[src/rtl/mdio_master.sv]
`default_nettype none
// ============================================================================
// mdio_master : IEEE 802.3 clause-22 MDIO/MDC management master (read/write)
// Rev 1.0     : initial release
// ============================================================================
module mdio_master #(
  parameter int CLK_DIV      = 4,
  parameter int PREAMBLE_LEN = 32
) (
  input  logic        clk,
  input  logic        reset,
  input  logic        start,
  input  logic        rw,
  input  logic [4:0]  phy_addr,
  input  logic [4:0]  reg_addr,
  input  logic [15:0] wr_data,
  output logic [15:0] rd_data,
  output logic        busy,
  output logic        done,
  output logic        rd_err,
  output logic        mdc,
  output logic        mdio_out,
  output logic        mdio_oe,
  input  logic        mdio_in
);

  localparam int         BIT_W    = (PREAMBLE_LEN > 16) ? $clog2(PREAMBLE_LEN) : 4;
  localparam logic [8:0] DIV_HALF = 9'(CLK_DIV);
  localparam logic [8:0] DIV_LAST = 9'(2 * CLK_DIV - 1);

  typedef enum logic [2:0] {
    IDLE = 3'd0,
    PRE  = 3'd1,
    HDR  = 3'd2,
    TA   = 3'd3,
    DATA = 3'd4,
    FIN  = 3'd5
  } state_t;

  state_t           state, state_nx;
  logic [8:0]       div_cnt, div_nx;
  logic [BIT_W-1:0] bit_cnt, bit_nx, last_bit;
  logic             active_nx, sample, rw_q;
  logic [31:0]      tx_sr;
  logic [15:0]      rx_sr, rx_nx;

  always_comb begin
    last_bit = '0;
    case (state)
      PRE:     last_bit = BIT_W'(PREAMBLE_LEN - 1);
      HDR:     last_bit = BIT_W'(13);
      TA:      last_bit = BIT_W'(1);
      DATA:    last_bit = BIT_W'(15);
      default: last_bit = '0;
    endcase
  end

  always_comb begin
    state_nx = state;
    div_nx   = div_cnt;
    bit_nx   = bit_cnt;
    case (state)
      IDLE: begin
        if (start) begin
          state_nx = PRE;
          div_nx   = '0;
          bit_nx   = '0;
        end
      end
      PRE, HDR, TA, DATA: begin
        if (div_cnt == DIV_LAST) begin
          div_nx = '0;
          if (bit_cnt == last_bit) begin
            bit_nx = '0;
            case (state)
              PRE:     state_nx = HDR;
              HDR:     state_nx = TA;
              TA:      state_nx = DATA;
              default: state_nx = FIN;
            endcase
          end else begin
            bit_nx = bit_cnt + BIT_W'(1);
          end
        end else begin
          div_nx = div_cnt + 9'd1;
        end
      end
      FIN:     state_nx = IDLE;
      default: state_nx = IDLE;
    endcase
  end

  always_ff @(posedge clk or posedge reset) begin
    if (reset) begin
      state   <= IDLE;
      div_cnt <= '0;
      bit_cnt <= '0;
    end else begin
      state   <= state_nx;
      div_cnt <= div_nx;
      bit_cnt <= bit_nx;
    end
  end

  assign active_nx = (state_nx != IDLE) && (state_nx != FIN);
  // mdio_in is taken in the first cycle of the mdc high phase
  assign sample    = rw_q && ((state == TA) || (state == DATA)) && (div_cnt == DIV_HALF);
  assign rx_nx     = (sample && (state == DATA)) ? {rx_sr[14:0], mdio_in} : rx_sr;

  always_ff @(posedge clk or posedge reset) begin
    if (reset) begin
      rw_q     <= 1'b0;
      tx_sr    <= '0;
      rx_sr    <= '0;
      rd_data  <= '0;
      rd_err   <= 1'b0;
      busy     <= 1'b0;
      done     <= 1'b0;
      mdc      <= 1'b0;
      mdio_out <= 1'b1;
      mdio_oe  <= 1'b0;
    end else begin
      busy  <= active_nx;
      done  <= (state_nx == FIN);
      mdc   <= active_nx && (div_nx >= DIV_HALF);
      rx_sr <= rx_nx;
      if ((state == IDLE) && start) begin
        rw_q   <= rw;
        rd_err <= 1'b0;
        // ST, OP, PHYAD, REGAD, TA, DATA; read TA/DATA positions idle high
        tx_sr  <= rw ? {4'b0110, phy_addr, reg_addr, 18'h3FFFF}
                     : {4'b0101, phy_addr, reg_addr, 2'b10, wr_data};
      end
      if (!active_nx) begin
        mdio_out <= 1'b1;
        mdio_oe  <= 1'b0;
      end else if (div_nx == '0) begin
        if (state_nx == PRE) begin
          mdio_out <= 1'b1;
          mdio_oe  <= 1'b1;
        end else begin
          mdio_out <= tx_sr[31];
          tx_sr    <= {tx_sr[30:0], 1'b1};
          mdio_oe  <= (state_nx == HDR) || !rw_q;
        end
      end
      if (sample && (state == TA) && (bit_cnt == BIT_W'(1))) begin
        rd_err <= mdio_in;
      end
      if ((state_nx == FIN) && rw_q) begin
        rd_data <= rx_nx;
      end
    end
  end

endmodule
`default_nettype wire

[config.mk]
export PLATFORM = sky130hd
export DESIGN_NAME = mdio_master
export DESIGN_NICKNAME = d
export VERILOG_FILES = /design/src/rtl/mdio_master.sv
export SDC_FILE = /design/constraint.sdc
export NUM_CORES = 1
export LEC_CHECK = 0
export CAP_MARGIN = 25
export CORE_MARGIN = 2
export CORE_UTILIZATION = 41
export DETAILED_ROUTE_END_ITERATION = 10
export PLACE_DENSITY = 0.68
export SYNTH_ARGS = -nofsm -noshare
export SYNTH_HDL_FRONTEND = slang
export SYNTH_SLANG_ARGS = --single-unit
[constraint.sdc]
create_clock -name clk -period 3.45 [get_ports clk]
set_clock_uncertainty 0.15 [all_clocks]
set_input_delay 0.345 -clock clk [delete_from_list [all_inputs] [get_ports clk]]
set_output_delay 0.345 -clock clk [all_outputs]
set_load 0.005 [all_outputs]
**After elaboration in Yosys (flattened, before gate mapping)**

Index checks and enable logic that the tools add are counted.

- $add $sub $neg: 2
- $lt $le $gt $ge: 1
- Equal/unequal tests: 15
- Multiplexer cells: 27
- Reductions and logical operators: 19

Operators with widths:

| kind | number |
|---|---|
| $mux W32 | 4 |
| $mux W30 | 1 |
| $pmux W5 S4 | 1 |
| $eq A9 B3 Y1 const B | 2 |
| $mux W9 | 2 |
| $pmux W9 S2 | 1 |
| $mux W16 | 1 |
| $mux W5 | 3 |
| $pmux W5 S2 | 1 |
| $add A9 B1 Y9 const B | 1 |
| $eq A3 B2 Y1 const B | 3 |
| $ge A9 B3 Y1 const B | 1 |
| $logic_and A1 B1 Y1 | 9 |
| $logic_not A9 Y1 | 1 |
| $mux W3 | 3 |
| $pmux W3 S3 | 1 |
| $mux W1 | 8 |
| $eq A3 B1 Y1 const B | 2 |
| $eq A3 B3 Y1 const B | 2 |
| $pmux W3 S2 | 1 |
| $add A5 B1 Y5 const B | 1 |
| $eq A5 B1 Y1 const B | 1 |
| $eq A5 B5 Y1 | 1 |
| $ne A2 B2 Y1 const B | 2 |
| other kinds (9) | 11 |

- Bits in registers: 88
- Input port bits: 31
- Logic and storage cells: 77

**Depth between registers and ports, before layout**

Gate-level depths: netlist (run 1).

- Depth in word-level cells: 11
- Mapped depth: 10
- Mapped depth without buffers: 8

**Worst setup path after synthesis (run 1)**

No wires, ideal clock.

- Path kind: register -> register
- Start: register bit_cnt[4]
- End: register tx_sr[10]
- Library setup time: 0.125 ns
- Arrival time: 2.554 ns
- Data required time: 3.175 ns
- Slack: 0.620 ns
- Stages on the path, launching flop included: 10
- Period minus slack after synthesis: 2.830 ns
- Cells stage by stage: dfrtp_1 > clkbuf_1 > or3b_2 > a2111oi_0 > a211o_1 > nand3_1 > a21bo_2 > o311ai_4 > buf_6 > mux2_4

- Word-level cells in the longest chain between the ends: 8

Ends and longest elaborated chain:

| what | line | text |
|---|---|---|
| start, declared | 42 | `logic [BIT_W-1:0] bit_cnt, bit_nx, last_bit;` |
| start signal, assigned | 101 | `bit_cnt <= bit_nx;` |
| $eq A5 B5 Y1 (*) | 73 | `if (bit_cnt == last_bit) begin` |
| $mux W3 (*) | 73 |  |
| $mux W3 (*) | 71 | `if (div_cnt == DIV_LAST) begin` |
| $pmux W3 S2 (*) | 62 | `case (state)` |
| $eq A3 B1 Y1 | 138 | `if (state_nx == PRE) begin` |
| $mux W32 | 138 |  |
| $mux W32 | 137 | `end else if (div_nx == '0) begin` |
| $mux W32 (*) | 134 | `if (!active_nx) begin` |
| end signal, assigned | 131 | `tx_sr <= rw ? {4'b0110, phy_addr, reg_addr, 18'h3FFFF}` |
| end signal, assigned | 143 | `tx_sr <= {tx_sr[30:0], 1'b1};` |
| end, declared | 44 | `logic [31:0] tx_sr;` |

Every way passes the cells marked *; elsewhere a longest branch is shown, timed or not.
A chain may end at the register's enable or synchronous reset.

**Worst setup path in the final report (run 1)**

- Start: register state[0]
- End: register tx_sr[19]

- Word-level cells in the longest chain between the ends: 10

Ends and longest elaborated chain:

| what | line | text |
|---|---|---|
| start, declared | 40 | `state_t state, state_nx;` |
| start signal, assigned | 99 | `state <= state_nx;` |
| $eq A3 B3 Y1, or another cell as far along | 49, 62 |  |
| $pmux W5 S4 | 49 | `case (state)` |
| $eq A5 B5 Y1 | 73 |  |
| $mux W3 | 73 |  |
| $mux W3 | 71 |  |
| $pmux W3 S2 | 62 |  |
| $eq A3 B1 Y1 | 138 |  |
| $mux W32 | 138 |  |
| $mux W32 | 137 |  |
| $mux W32 (*) | 134 |  |

Marked as above.

==> results of run 1 <==
sequential cells by signal (all words and copies together), names as in the netlist:
signal    count
rx_sr        16
rd_data      16
mdc           1
rw_q          1
bit_cnt       5
tx_sr        32
state         3
done          1
div_cnt       9
mdio_oe       1
mdio_out      1
rd_err        1
busy          1
through the flow:
stage | utilization [%] | hold slack, ns | worst slack [ns] | instance area, um2 | cells
after floorplan | - | 0.318 | 0.620 | 4540 | 434
after global placement | 48.1 | 0.329 | 0.336 | 5210 | 609
after detailed placement | 48.1 | 0.347 | 0.224 | 5210 | 609
after CTS | 49.6 | 0.292 | 0.184 | 5380 | 625
after global routing | 49.7 | 0.353 | 0.0212 | 5380 | 625
final | 49.7 | 0.275 | 0.240 | 5380 | 625
per-layer routing:
layer	wire [um]	vias to the layer above	share of wire [%]
met5	0	-	0
met4	150	0	1.7
met3	330	15	3.6
met2	4290	60	47
met1	4290	1551	47
li1	-	1596	-
cells in the final DEF, fill, tap and decap left out, types with 2 or more instances in the layout:
cell type and instances:
dfrtp_1 87, nand2_1 62, clkdlybuf4s50_1 52, nor2_1 48
mux2_2 33, mux2_4 27, nor3_1 22, o21ai_0 19
inv_1 14, nand3_1 14, clkbuf_8 9, buf_4 9
a21oi_1 7, mux2i_1 5, clkinv_2 5, xor2_1 4
a211oi_1 4, ha_1 4, o21ai_2 3, and3_1 3
nand4_1 3, nor4_4 2, nand3b_1 2, nor4bb_1 2
or3_1 2, nor3b_1 2, a21o_1 2, a22o_1 2
o31ai_1 2, o211ai_1 2, nor4_1 2, clkinv_4 2
buf_12 2
cell families (layout without fill, tap and decap cells):
logic type,count (synthesis),in the layout,share of synthesized area (%)
flops,88,88,48.5
compound gates,57,57,8.93
buf+inv,43,94,4.30
xor+xnor,5,5,0.964
mux,65,65,18.2
simple gates,172,172,18.0
fa+ha+maj,4,4,1.10
cell type report:
type                    instances  area, um2  area share [%]
repair buffers                 63        628            11.7
flip-flops and latches         88       2200            40.9
clock buffers                   9        124            2.30
multi-input cells             303       2150            39.9
well taps                     140        175            3.25
inverters                      15       57.6            1.07
clock inverters                 7       46.3           0.860
report_power, final:
group	switching (W)	leakage (nW)	total [W]	internal, W
combinational	0.0000450	1.33	0.000109	0.0000644
sequential	0.0000121	1.10	0.00106	0.00105
clock	0.000378	0.0931	0.000639	0.000262
total	0.000435	2.53	0.00181	0.00138
worst paths after layout:
check / to / slack (ns)
worst min-delay path: tx_sr[22]$_DFF_PP0_ / 0.27
worst max-delay path: tx_sr[19]$_DFF_PP0_ / 0.24
worst max register to register: tx_sr[19]$_DFF_PP0_ / 0.24
min in group clk: tx_sr[25]$_DFF_PP0_ / 0.36
max in group asynchronous: mdio_out$_DFFE_PP1P_ / 2.19
worst min register to register: tx_sr[25]$_DFF_PP0_ / 0.36
==> impl_metrics.ini, run 1 <==
[setup_path]
cpLargestDelayFamily = compound AO/OA/AOI/OAI gates
cp.depth = 8
max_stage_delay_ns = 0.69
crit_path_start = state[0]$_DFF_PP0_
r2r_start = state[0]$_DFF_PP0_
required_ns = 3.55
end_kind = flop
start_kind = flop
arrival_ns = 3.31
worstRegToRegCells = 8
criticalPathCategory = reg2reg
critPathSlowestCell = dfrtp_1
critPathBufInv = 1
path_cells = or3_1 > o21ai_2 > o31ai_2 > o211ai_1 > nor4_4 > o311ai_4 > buf_12 > mux2_4
cp_max_fo = 32

[cells_and_area]
antennaDiodeCount = 0
area_growth_pct = 18.5
nets = 515
layout-drive-gt1-share_pct = 21.2
fillers = 1008

[timing]
fin_crit_ns = 3.21
max_freq_mhz = 311
setup_viol = 0
slew_headroom_pct = 46.9
worst_pin_slew_ns = 0.796
maxSlewViolCount = 0
hold_viol_final = 0
finalCritPeriodShare_pct = 93.1
final.setup.tns_ns = 0
rsz0062_at_grt = no

[floorplanning]
die_w_um = 109
io_pins = 53
core_um2 = 10800
die_area_um2 = 11900
row_count = 38
die_h_um = 109
start_util_pct = 41.9

[drt]
postRouteAntennaNets = 0
drt_wl_total_mm = 9.07
wl_per_cell_um = 14.5
drtIter0Drc = 173
drc = 0
viasPerCell = 5.16
via_count = 3222
drt-pass1-iter-count = 4

[pwr]
peakVddDrop_mv = 0.148
p_leak_nw = 2.53
p_per_area_nw_per_um2 = 336
finalPower_w = 0.00181

[synthesis]
avgSynthCellArea_um2 = 10.5
synthTopCellsByCount = dfrtp_1 (87), nand2_1 (62), nor2_1 (49)
synth-seq-cells = 88
synthCells = 434
ys_top_cells_by_area = dfrtp_1 (48%), mux2_4 (8.9%), mux2_2 (8.2%)
synth.yosys.seq_area_share_pct = 48.5
async_flop_share_pct = 100
syn_area_um2 = 4540
yosysUniqueCellTypes = 56
yosysMostFrequentCell = dfrtp_1
yosysTopAreaCellShare_pct = 47.9
syn-num-nets = 469
yosysWarnings = 0
synth_top_area_cell = dfrtp_1
synth_edf_count = 0
synthFlopType = dfrtp_1

[clocking]
ctsHtreeMaxLevel = 3
post_cts_buffers = 0
postCtsResizedCells = 0
clock_sinks = 88
clk_pin_slew_ns = 0.09
cts_tree = done
numCtsBuffers = 9
cts-root-buf = clkbuf_8
cts_hold_buf = 0
clock_path_buffers = 2
worstSkewPairLatency_ns = 0.37

[grt]
grt_pass1_wl_mm = 15.4
met1_usage_pct = 22.3
gr-usage-met3_pct = 3.83
grt_usage_pct = 16.5
top_usage_layer = met2
overflow = 0
grtUsageMet2_pct = 25.9
grt_pass1_vias = 3245
grt_max_degree = 46
antenna_found_initial = 0

[placed_design]
gp_congestion = 0.884
io_buffer_count = 52
dp_hpwl_mm = 6.26

[status]
status = finished, final reports clean

[run]
max-cap-violations = 0

[min_path]
hold_path_class = in2async
(Power assumes the default switching activity.)
==> inputs of run 2 (changes only) <==
--- a/config.mk
+++ b/config.mk
@@ -5,6 +5,7 @@
 export SDC_FILE = /design/constraint.sdc
 export NUM_CORES = 1
 export LEC_CHECK = 0
+export ABC_AREA = 0
 export CAP_MARGIN = 25
 export CORE_MARGIN = 2
 export CORE_UTILIZATION = 41
==> results of run 2 <==
The final DEF is identical to that of run 1; final timing and power are the same.
